$ cat config.mk
export PLATFORM = sky130hd
export DESIGN_NAME = cla_adder_pipe
export DESIGN_NICKNAME = d
export VERILOG_FILES = /design/src/rtl/cla_adder_pipe.sv
export SDC_FILE = /design/constraint.sdc
export NUM_CORES = 1
export LEC_CHECK = 0
export ABC_AREA = 0
export CELL_PAD_IN_SITES_DETAIL_PLACEMENT = 0
export CELL_PAD_IN_SITES_GLOBAL_PLACEMENT = 2
export CORE_MARGIN = 10
export CORE_UTILIZATION = 34
export DETAILED_ROUTE_END_ITERATION = 6
export GPL_ROUTABILITY_DRIVEN = 0
export MAX_ROUTING_LAYER = met4
export PLACE_DENSITY = 0.83
export SLEW_MARGIN = 20
export SYNTH_ARGS = -nofsm -noshare
export SYNTH_HDL_FRONTEND = slang
export SYNTH_SLANG_ARGS = --single-unit
$ cat constraint.sdc
create_clock -name clk -period 3.02 [get_ports clk]
set_clock_uncertainty 0.15 [all_clocks]
set_input_delay 0.906 -clock clk [delete_from_list [all_inputs] [get_ports clk]]
set_output_delay 0.906 -clock clk [all_outputs]
set_load 0.01 [all_outputs]
$ cat src/rtl/cla_adder_pipe.sv
// Two-stage pipelined carry-lookahead adder/subtractor. 4-bit lookahead groups feed a
// second, fully flattened lookahead level; elastic valid/ready pipeline buffers 2 beats.
module cla_adder_pipe #(
   parameter int WIDTH = 16
) (
   input  logic             clk,
   input  logic             rst_n,
   input  logic             in_valid,
   output logic             in_ready,
   input  logic [WIDTH-1:0] a,
   input  logic [WIDTH-1:0] b,
   input  logic             cin,
   input  logic             sub,
   output logic             out_valid,
   input  logic             out_ready,
   output logic [WIDTH-1:0] sum,
   output logic             cout,
   output logic             ovf,
   output logic             zero
);
   localparam int NG = WIDTH / 4;

   // Group generate of one 4-bit lookahead block.
   function automatic logic grp_generate(input logic [3:0] p, input logic [3:0] g);
      return g[3] | (p[3] & g[2]) | (p[3] & p[2] & g[1]) | (p[3] & p[2] & p[1] & g[0]);
   endfunction

   function automatic logic [3:0] grp_carries(input logic [3:0] p, input logic [3:0] g,
                                              input logic c_in);
      logic [3:0] c;
      c[0] = c_in;
      c[1] = g[0] | (p[0] & c_in);
      c[2] = g[1] | (p[1] & g[0]) | (p[1] & p[0] & c_in);
      c[3] = g[2] | (p[2] & g[1]) | (p[2] & p[1] & g[0]) | (p[2] & p[1] & p[0] & c_in);
      return c;
   endfunction

   // Each group carry is a flat sum-of-products over all lower groups, not a ripple.
   function automatic logic [NG:0] lookahead_carries(input logic [NG-1:0] gp,
                                                     input logic [NG-1:0] gg,
                                                     input logic c0);
      logic [NG:0] c;
      logic        acc;
      logic        prod;
      c    = '0;
      c[0] = c0;
      for (int k = 0; k < NG; k++) begin
         acc  = gg[k];
         prod = gp[k];
         for (int j = k - 1; j >= 0; j--) begin
            acc  = acc | (prod & gg[j]);
            prod = prod & gp[j];
         end
         c[k+1] = acc | (prod & c0);
      end
      return c;
   endfunction

   logic [WIDTH-1:0] b_e_s;
   logic             c0_s;
   logic [WIDTH-1:0] p_s;
   logic [WIDTH-1:0] g_s;
   logic [NG-1:0]    gp_s;
   logic [NG-1:0]    gg_s;

   logic             s2_adv_s;
   logic             s1_adv_s;
   logic             s1_load_s;
   logic             s2_load_s;

   logic             s1_valid_r;
   logic [WIDTH-1:0] p_r;
   logic [WIDTH-1:0] g_r;
   logic [NG-1:0]    gp_r;
   logic [NG-1:0]    gg_r;
   logic             c0_r;
   logic             a_msb_r;
   logic             b_msb_r;

   logic [NG:0]      cg_s;
   logic [WIDTH-1:0] c_s;
   logic [WIDTH-1:0] sum_s;
   logic             ovf_s;

   logic             s2_valid_r;
   logic [WIDTH-1:0] sum_r;
   logic             cout_r;
   logic             ovf_r;
   logic             zero_r;

   // Handshake: in_ready depends on pipeline state and out_ready only, never on in_valid.
   always_comb begin
      s2_adv_s  = ~s2_valid_r | out_ready;
      s1_adv_s  = ~s1_valid_r | s2_adv_s;
      s1_load_s = in_valid & s1_adv_s;
      s2_load_s = s1_valid_r & s2_adv_s;
      in_ready  = s1_adv_s;
   end

   // Stage 1 combinational: effective operands, bit and group propagate/generate.
   always_comb begin
      if (sub) begin
         b_e_s = ~b;
         c0_s  = 1'b1;
      end else begin
         b_e_s = b;
         c0_s  = cin;
      end
      p_s  = a ^ b_e_s;
      g_s  = a & b_e_s;
      gp_s = '0;
      gg_s = '0;
      for (int k = 0; k < NG; k++) begin
         gp_s[k] = &p_s[4*k +: 4];
         gg_s[k] = grp_generate(p_s[4*k +: 4], g_s[4*k +: 4]);
      end
   end

   // Stage 1 register.
   always_ff @(posedge clk or negedge rst_n) begin
      if (!rst_n) begin
         s1_valid_r <= 1'b0;
         p_r        <= '0;
         g_r        <= '0;
         gp_r       <= '0;
         gg_r       <= '0;
         c0_r       <= 1'b0;
         a_msb_r    <= 1'b0;
         b_msb_r    <= 1'b0;
      end else begin
         if (s1_adv_s) begin
            s1_valid_r <= in_valid;
         end
         if (s1_load_s) begin
            p_r     <= p_s;
            g_r     <= g_s;
            gp_r    <= gp_s;
            gg_r    <= gg_s;
            c0_r    <= c0_s;
            a_msb_r <= a[WIDTH-1];
            b_msb_r <= b_e_s[WIDTH-1];
         end
      end
   end

   // Stage 2 combinational: second-level group carries, in-group carries, sum and flags.
   always_comb begin
      cg_s = lookahead_carries(gp_r, gg_r, c0_r);
      c_s  = '0;
      for (int k = 0; k < NG; k++) begin
         c_s[4*k +: 4] = grp_carries(p_r[4*k +: 4], g_r[4*k +: 4], cg_s[k]);
      end
      sum_s = p_r ^ c_s;
      // Like-signed operands producing an opposite-signed result.
      ovf_s = ~(a_msb_r ^ b_msb_r) & (a_msb_r ^ sum_s[WIDTH-1]);
   end

   // Stage 2 register; holds the presented result until the consumer takes it.
   always_ff @(posedge clk or negedge rst_n) begin
      if (!rst_n) begin
         s2_valid_r <= 1'b0;
         sum_r      <= '0;
         cout_r     <= 1'b0;
         ovf_r      <= 1'b0;
         zero_r     <= 1'b0;
      end else begin
         if (s2_adv_s) begin
            s2_valid_r <= s1_valid_r;
         end
         if (s2_load_s) begin
            sum_r  <= sum_s;
            cout_r <= cg_s[NG];
            ovf_r  <= ovf_s;
            zero_r <= ~|sum_s;
         end
      end
   end

   assign out_valid = s2_valid_r;
   assign sum       = sum_r;
   assign cout      = cout_r;
   assign ovf       = ovf_r;
   assign zero      = zero_r;

endmodule
Word-level counts from Yosys, hierarchy flattened
Cells that the tools add are included.
{"block": "totals", "regBits": 63, "latchBits": 0, "ram_bits": 0, "rom_bits": 0, "input_bits": 38, "output_inout_bits": 21, "word_cells": 153, "n_memories": 0}
{"block": "classes", "n_addsub": 0, "mul": 0, "n_div": 0, "n_lt_le_gt_ge": 0, "eq_ne": 0, "n_shift": 0, "mux": 2, "bitwise_logic": 132, "n_reduce_logical": 6}
{"op": "1-bit AND", "count": 75}
{"op": "1-bit OR", "count": 48}
{"op": "16-bit bitwise XOR", "count": 2}
{"op": "16-bit AND", "count": 1}
{"op": "16-bit 2-to-1 mux", "count": 1}
{"op": "16-bit inverter", "count": 1}
{"op": "4-bit AND reduction", "count": 4}
{"op": "16-bit OR reduction", "count": 1}
{"op": "1-bit inverter", "count": 3}
{"op": "1-bit bitwise XOR", "count": 2}
{"op": "1-bit zero test", "count": 1}
{"op": "1-bit 2-to-1 mux", "count": 1}

Depth between registers and ports, before layout
Gate-level depths: netlist (run 1).
{"block": "logic_depth", "ltp_word": 9, "depth_mapped": 9, "mapped_depth_nobuf": 9}

Worst setup path before layout (run 1)
No wires, ideal clock.
{"block": "synth_path", "path_type": "input port to flip-flop", "start": "input port sub", "end": "register gg_r[2]", "setup_ns": 0.132, "t_arrival_ns": 2.521, "t_required_ns": 2.738, "path_slack_ns": 0.216, "cell_stages": 8, "path_buffers": 2, "path_cell_list": "clkbuf_1 buf_2 xor2_1 ha_1 a21o_1 a21o_1 a211oi_1 a21oi_1"}
{"block": "synth_between", "word_cells_on_any_way": 11, "classes_between": "mux: 1; bitwise: 10"}
{"item": "start, declared", "line": "13", "rtl": "input logic sub,"}
{"item": "16-bit 2-to-1 mux", "line": "102", "rtl": "if (sub) begin"}
{"item": "16-bit bitwise XOR", "line": "109", "rtl": "p_s = a ^ b_e_s;"}
{"item": "via p_s[9]", "line": "61", "rtl": "logic [WIDTH-1:0] p_s;"}
{"item": "1-bit AND (2 in a row)", "line": "25", "rtl": "return g[3] | (p[3] & g[2]) | (p[3] & p[2] & g[1]) | (p[3] & p[2] & p[1] & g[0]);"}
{"item": "1-bit OR", "line": "25"}
{"item": "end signal, assigned", "line": "138", "rtl": "gg_r <= gg_s;"}
{"item": "end, declared", "line": "75", "rtl": "logic [NG-1:0] gg_r;"}
The timed path passes the listed nets, and every way through them passes these cells.
A chain may end at the register's enable or synchronous reset.

Worst setup path after layout (run 1)
{"block": "layout_path", "start": "input port out_ready", "end": "output port in_ready"}
{"block": "layout_between", "elab_chain_len": 2}
{"item": "start, declared", "line": "15", "rtl": "input logic out_ready,"}
{"item": "1-bit OR", "line": "93", "rtl": "s2_adv_s = ~s2_valid_r | out_ready;"}
{"item": "1-bit OR", "line": "94", "rtl": "s1_adv_s = ~s1_valid_r | s2_adv_s;"}
{"item": "end, declared", "line": "9", "rtl": "output logic in_ready,"}
Every way passes these cells.

==> key figures, run 1 <==
Setup path
  • Delay-heaviest family, CP: buffers and inverters
  • Worst Path Arrival: 1.78 ns
  • R2R cell count: 8
  • Crit path buf inv count: 2
  • Worst Path Max Fanout: 2
  • WP depth: 3
  • CP max-delay cell: clkdlybuf4s50_1
  • Slowest cell delay on critical path: 0.41 ns
  • Setup slack, reg-to-reg: 0.38 ns
  • Crit end category: primary output
  • Crit path kind: input port to primary output
  • Sequence of cells on the critical path: clkdlybuf4s50_1, nand3b_1, dlygate4sd2_1
  • Required @ worst endpoint: 1.96 ns
  • Worst Setup Start Kind: input port

Routing
  • # DRC: 0
  • Wire per inst: 15.74 um
  • Post-Route WL: 6800 um
  • Vias: 2087
  • Routed Antenna Nets: 0
  • DRT iter0 DRCs: 94
  • Via-per-instance ratio: 4.831
  • Pre-antenna DRT Iters: 4

CTS
  • Max H-tree Level: 3
  • Bufs on Longest Clock Path: 2
  • Clock Latency Late Sink: 0.35 ns
  • CTS tree: yes
  • TritonCTS Sinks: 60
  • CTS clock-pin slew for the worst setup and hold paths: 0.06 ns
  • TritonCTS Buffers: 9
  • Count of hold-fix buffers inserted at cts: 0
  • Clock root buffer: clkbuf_8

Die
  • Die height: 114.9 um
  • Row cnt: 34
  • Initial Util: 34.94%
  • Die X: 114.9 um
  • Die area: 13200 um^2
  • Ports: 59
  • Core area: 8763 um^2

Run
  • Max Cap Violations: 0

Placement
  • DP Area: 3799 um^2
  • Input/output buffers: 58
  • HPWL Detailed: 5151 um

Timing
  • Final setup violation count: 0
  • Achievable Freq: 0.3525 GHz
  • RSZ-0062 raised after global routing: false
  • Slew HR: 49.60%
  • Worst Max-Slew Pin Slew: 0.7560 ns
  • Final period utilization: 93.94%
  • Slew Viols, Final: 0
  • Final hold viol count: 0
  • Minimum clock period: 2.837 ns

Finish
  • # diodes: 0
  • Commonest cells after routing, fill and taps aside: dfrtp_1 (60), clkdlybuf4s50_1 (56), mux2_2 (41), xor2_1 (22), ha_1 (20)
  • Layout net count: 377
  • Post-route cell area: 3979 um^2
  • Leading cell type in the layout, fill and taps excluded: dfrtp_1
  • P&R area growth vs syn: 29.96%
  • Share of cells above drive strength 1: 20.68%
  • Fill cells: 840

Power and ir drop
  • Leakage power total: 1.767 nW
  • Final Power: 2.821 mW
  • Reg power frac: 41.7%
  • Maximum VDD drop: 0.0002255 V
  • Switching pwr: 890.6 uW
  • Logic gate share of total power: 34.3%
  • Internal: 1.930 mW
  • Power share of the clock group: 24.0%
  • Power Density: 709.0 nW/um^2
  • Switch share: 31.57%

Global routing
  • Most Crowded Layer GR: met2
  • First-pass GRT wire length: 11780 um
  • GRT met1 Usage: 14.27%
  • Met3 global-route usage: 4.219%
  • Total track usage: 11.51%
  • Largest net degree at the start of global routing: 61
  • Vias in the first global route: 2309
  • Initial antenna violation count: 0
  • M2 GR Usage: 16.78%
  • GRT overflow: 0

Synthesis
  • Mean Syn Cell Area: 12.05 um^2
  • Seq/Total Area, Yosys: 49.04%
  • Mapped Cells: 254
  • YS warnings: 0
  • Cell Area, Synth: 3062 um^2
  • Synth unique cells: 31
  • Synthesized flop and latch total: 60
  • Synthesized Nets: 312

Status
  • Status: completed

Worst hold path
  • HP Class: register to register
  • Hold path cells: 2
worst min-delay path, stage by stage, from the launching register on:
cell	delay [ns]
dfrtp_1	0.34
nand2_1	0.04
o21ai_0	0.05
sequential cells by signal (all words and copies together), names as in the netlist:
register	count
a_msb_r	1
b_msb_r	1
c0_r	1
cout	1
g_r	12
gg_r	4
gp_r	4
out_valid	1
ovf	1
p_r	16
s1_valid_r	1
sum	16
zero	1
kinds of logic (layout without fill, tap and decap cells):
logic type | Yosys count | in the layout | synth area share [%]
flops | 60 | 60 | 49.04
compound gates | 49 | 49 | 11.44
mux | 41 | 41 | 15.08
buf+inv | 13 | 83 | 1.676
fa+ha+maj | 20 | 20 | 8.173
simple gates | 44 | 44 | 6.866
xor+xnor | 27 | 27 | 7.724
cell usage after synthesis (all sizes together):
master	number	area, um^2
nand3	3	15.01
nand4b	1	8.760
clkbuf	7	26.28
a41oi	2	32.53
or3	1	6.260
dfrtp	60	1501
o21ai	14	70.07
inv	4	15.01
xnor2	5	43.79
a211oi	3	27.52
o21bai	1	7.510
buf	2	10.01
nor4	2	12.51
ha	20	250.2
a21oi	9	45.04
a21o	14	108.9
a221oi	1	8.760
nand2	17	63.81
xor2	22	192.7
o32ai	1	8.760
nand2b	3	18.77
nor2	9	33.78
and3	1	6.260
nand4	6	37.54
mux2	41	461.7
a31oi	2	12.51
o31ai	2	28.78
nand3b	1	7.510
per-layer routing:
layer	vias to the layer above	part of all wire, %
met5	-	0
met4	0	1.6
met3	10	6.0
met2	45	44
met1	986	48
li1	1046	-
per-stage QoR:
step | worst slack (ns) | instances | hold WS [ns] | TNS [ns] | utilization (%)
after CTS | 0.1747 | 432 | 0.3344 | 0 | 45.40
after global routing | 0.1099 | 432 | 0.3562 | 0 | 45.40
after detailed placement | -0.07120 | 416 | 0.3197 | -0.07120 | 43.35
after global placement | -0.06708 | 416 | 0.3124 | -0.06708 | 43.35
after floorplan | 0.2162 | 254 | 0.2998 | 0 | -
final | 0.1831 | 432 | 0.3265 | 0 | 45.40
power by group through the flow:
| stage | combinational, mW | sequential [mW] | clock [mW] |
|---|---|---|---|
| after global routing | 1.08 | 1.21 | 0.740 |
| after global placement | 0.973 | 1.19 | 0 |
| after detailed placement | 0.987 | 1.19 | 0 |
| final | 0.967 | 1.18 | 0.678 |
| after CTS | 0.990 | 1.18 | 0.684 |
| after floorplan | 0.488 | 1.21 | 0 |
repair_timing:
item,CTS,global route
setup buffers,0,0
gates resized for setup,1,0
setup endpoints to repair,1,0
final timing paths:
| path | from | endpoint |
|---|---|---|
| min in group asynchronous | rst_n | sum[4]$_DFFE_PN0P_ |
| worst min register to register | gp_r[2]$_DFFE_PN0P_ | gp_r[2]$_DFFE_PN0P_ |
| max in group asynchronous | rst_n | p_r[3]$_DFFE_PN0P_ |
| worst min-delay path | gp_r[2]$_DFFE_PN0P_ | gp_r[2]$_DFFE_PN0P_ |
| worst max-delay path | out_ready | in_ready |
| worst max register to register | c0_r$_DFFE_PN0P_ | zero$_DFFE_PN0P_ |
cell type report:
| class | count | area [um^2] | share of cell area, % |
|---|---|---|---|
| Tap cell | 108 | 135.1 | 3.396 |
| Clock buffer | 15 | 176.4 | 4.434 |
| Multi-Input combinational cell | 181 | 1509 | 37.92 |
| Sequential cell | 60 | 1501 | 37.74 |
| Inverter | 4 | 15.01 | 0.3774 |
| Timing Repair Buffer | 63 | 636.9 | 16.01 |
| Clock inverter | 1 | 5.005 | 0.1258 |
(Power assumes the default switching activity.)
==> run 2: changes to the inputs <==
- ABC_CLOCK_PERIOD_IN_PS: not set -> 3020
==> results of run 2 <==
No change in the layout: final DEF, timing and power equal those of run 1.
==> run 3: changes to the inputs <==
- ABC_AREA: 0 -> not set
==> results of run 3 <==
No change in the layout: final DEF, timing and power equal those of run 1.
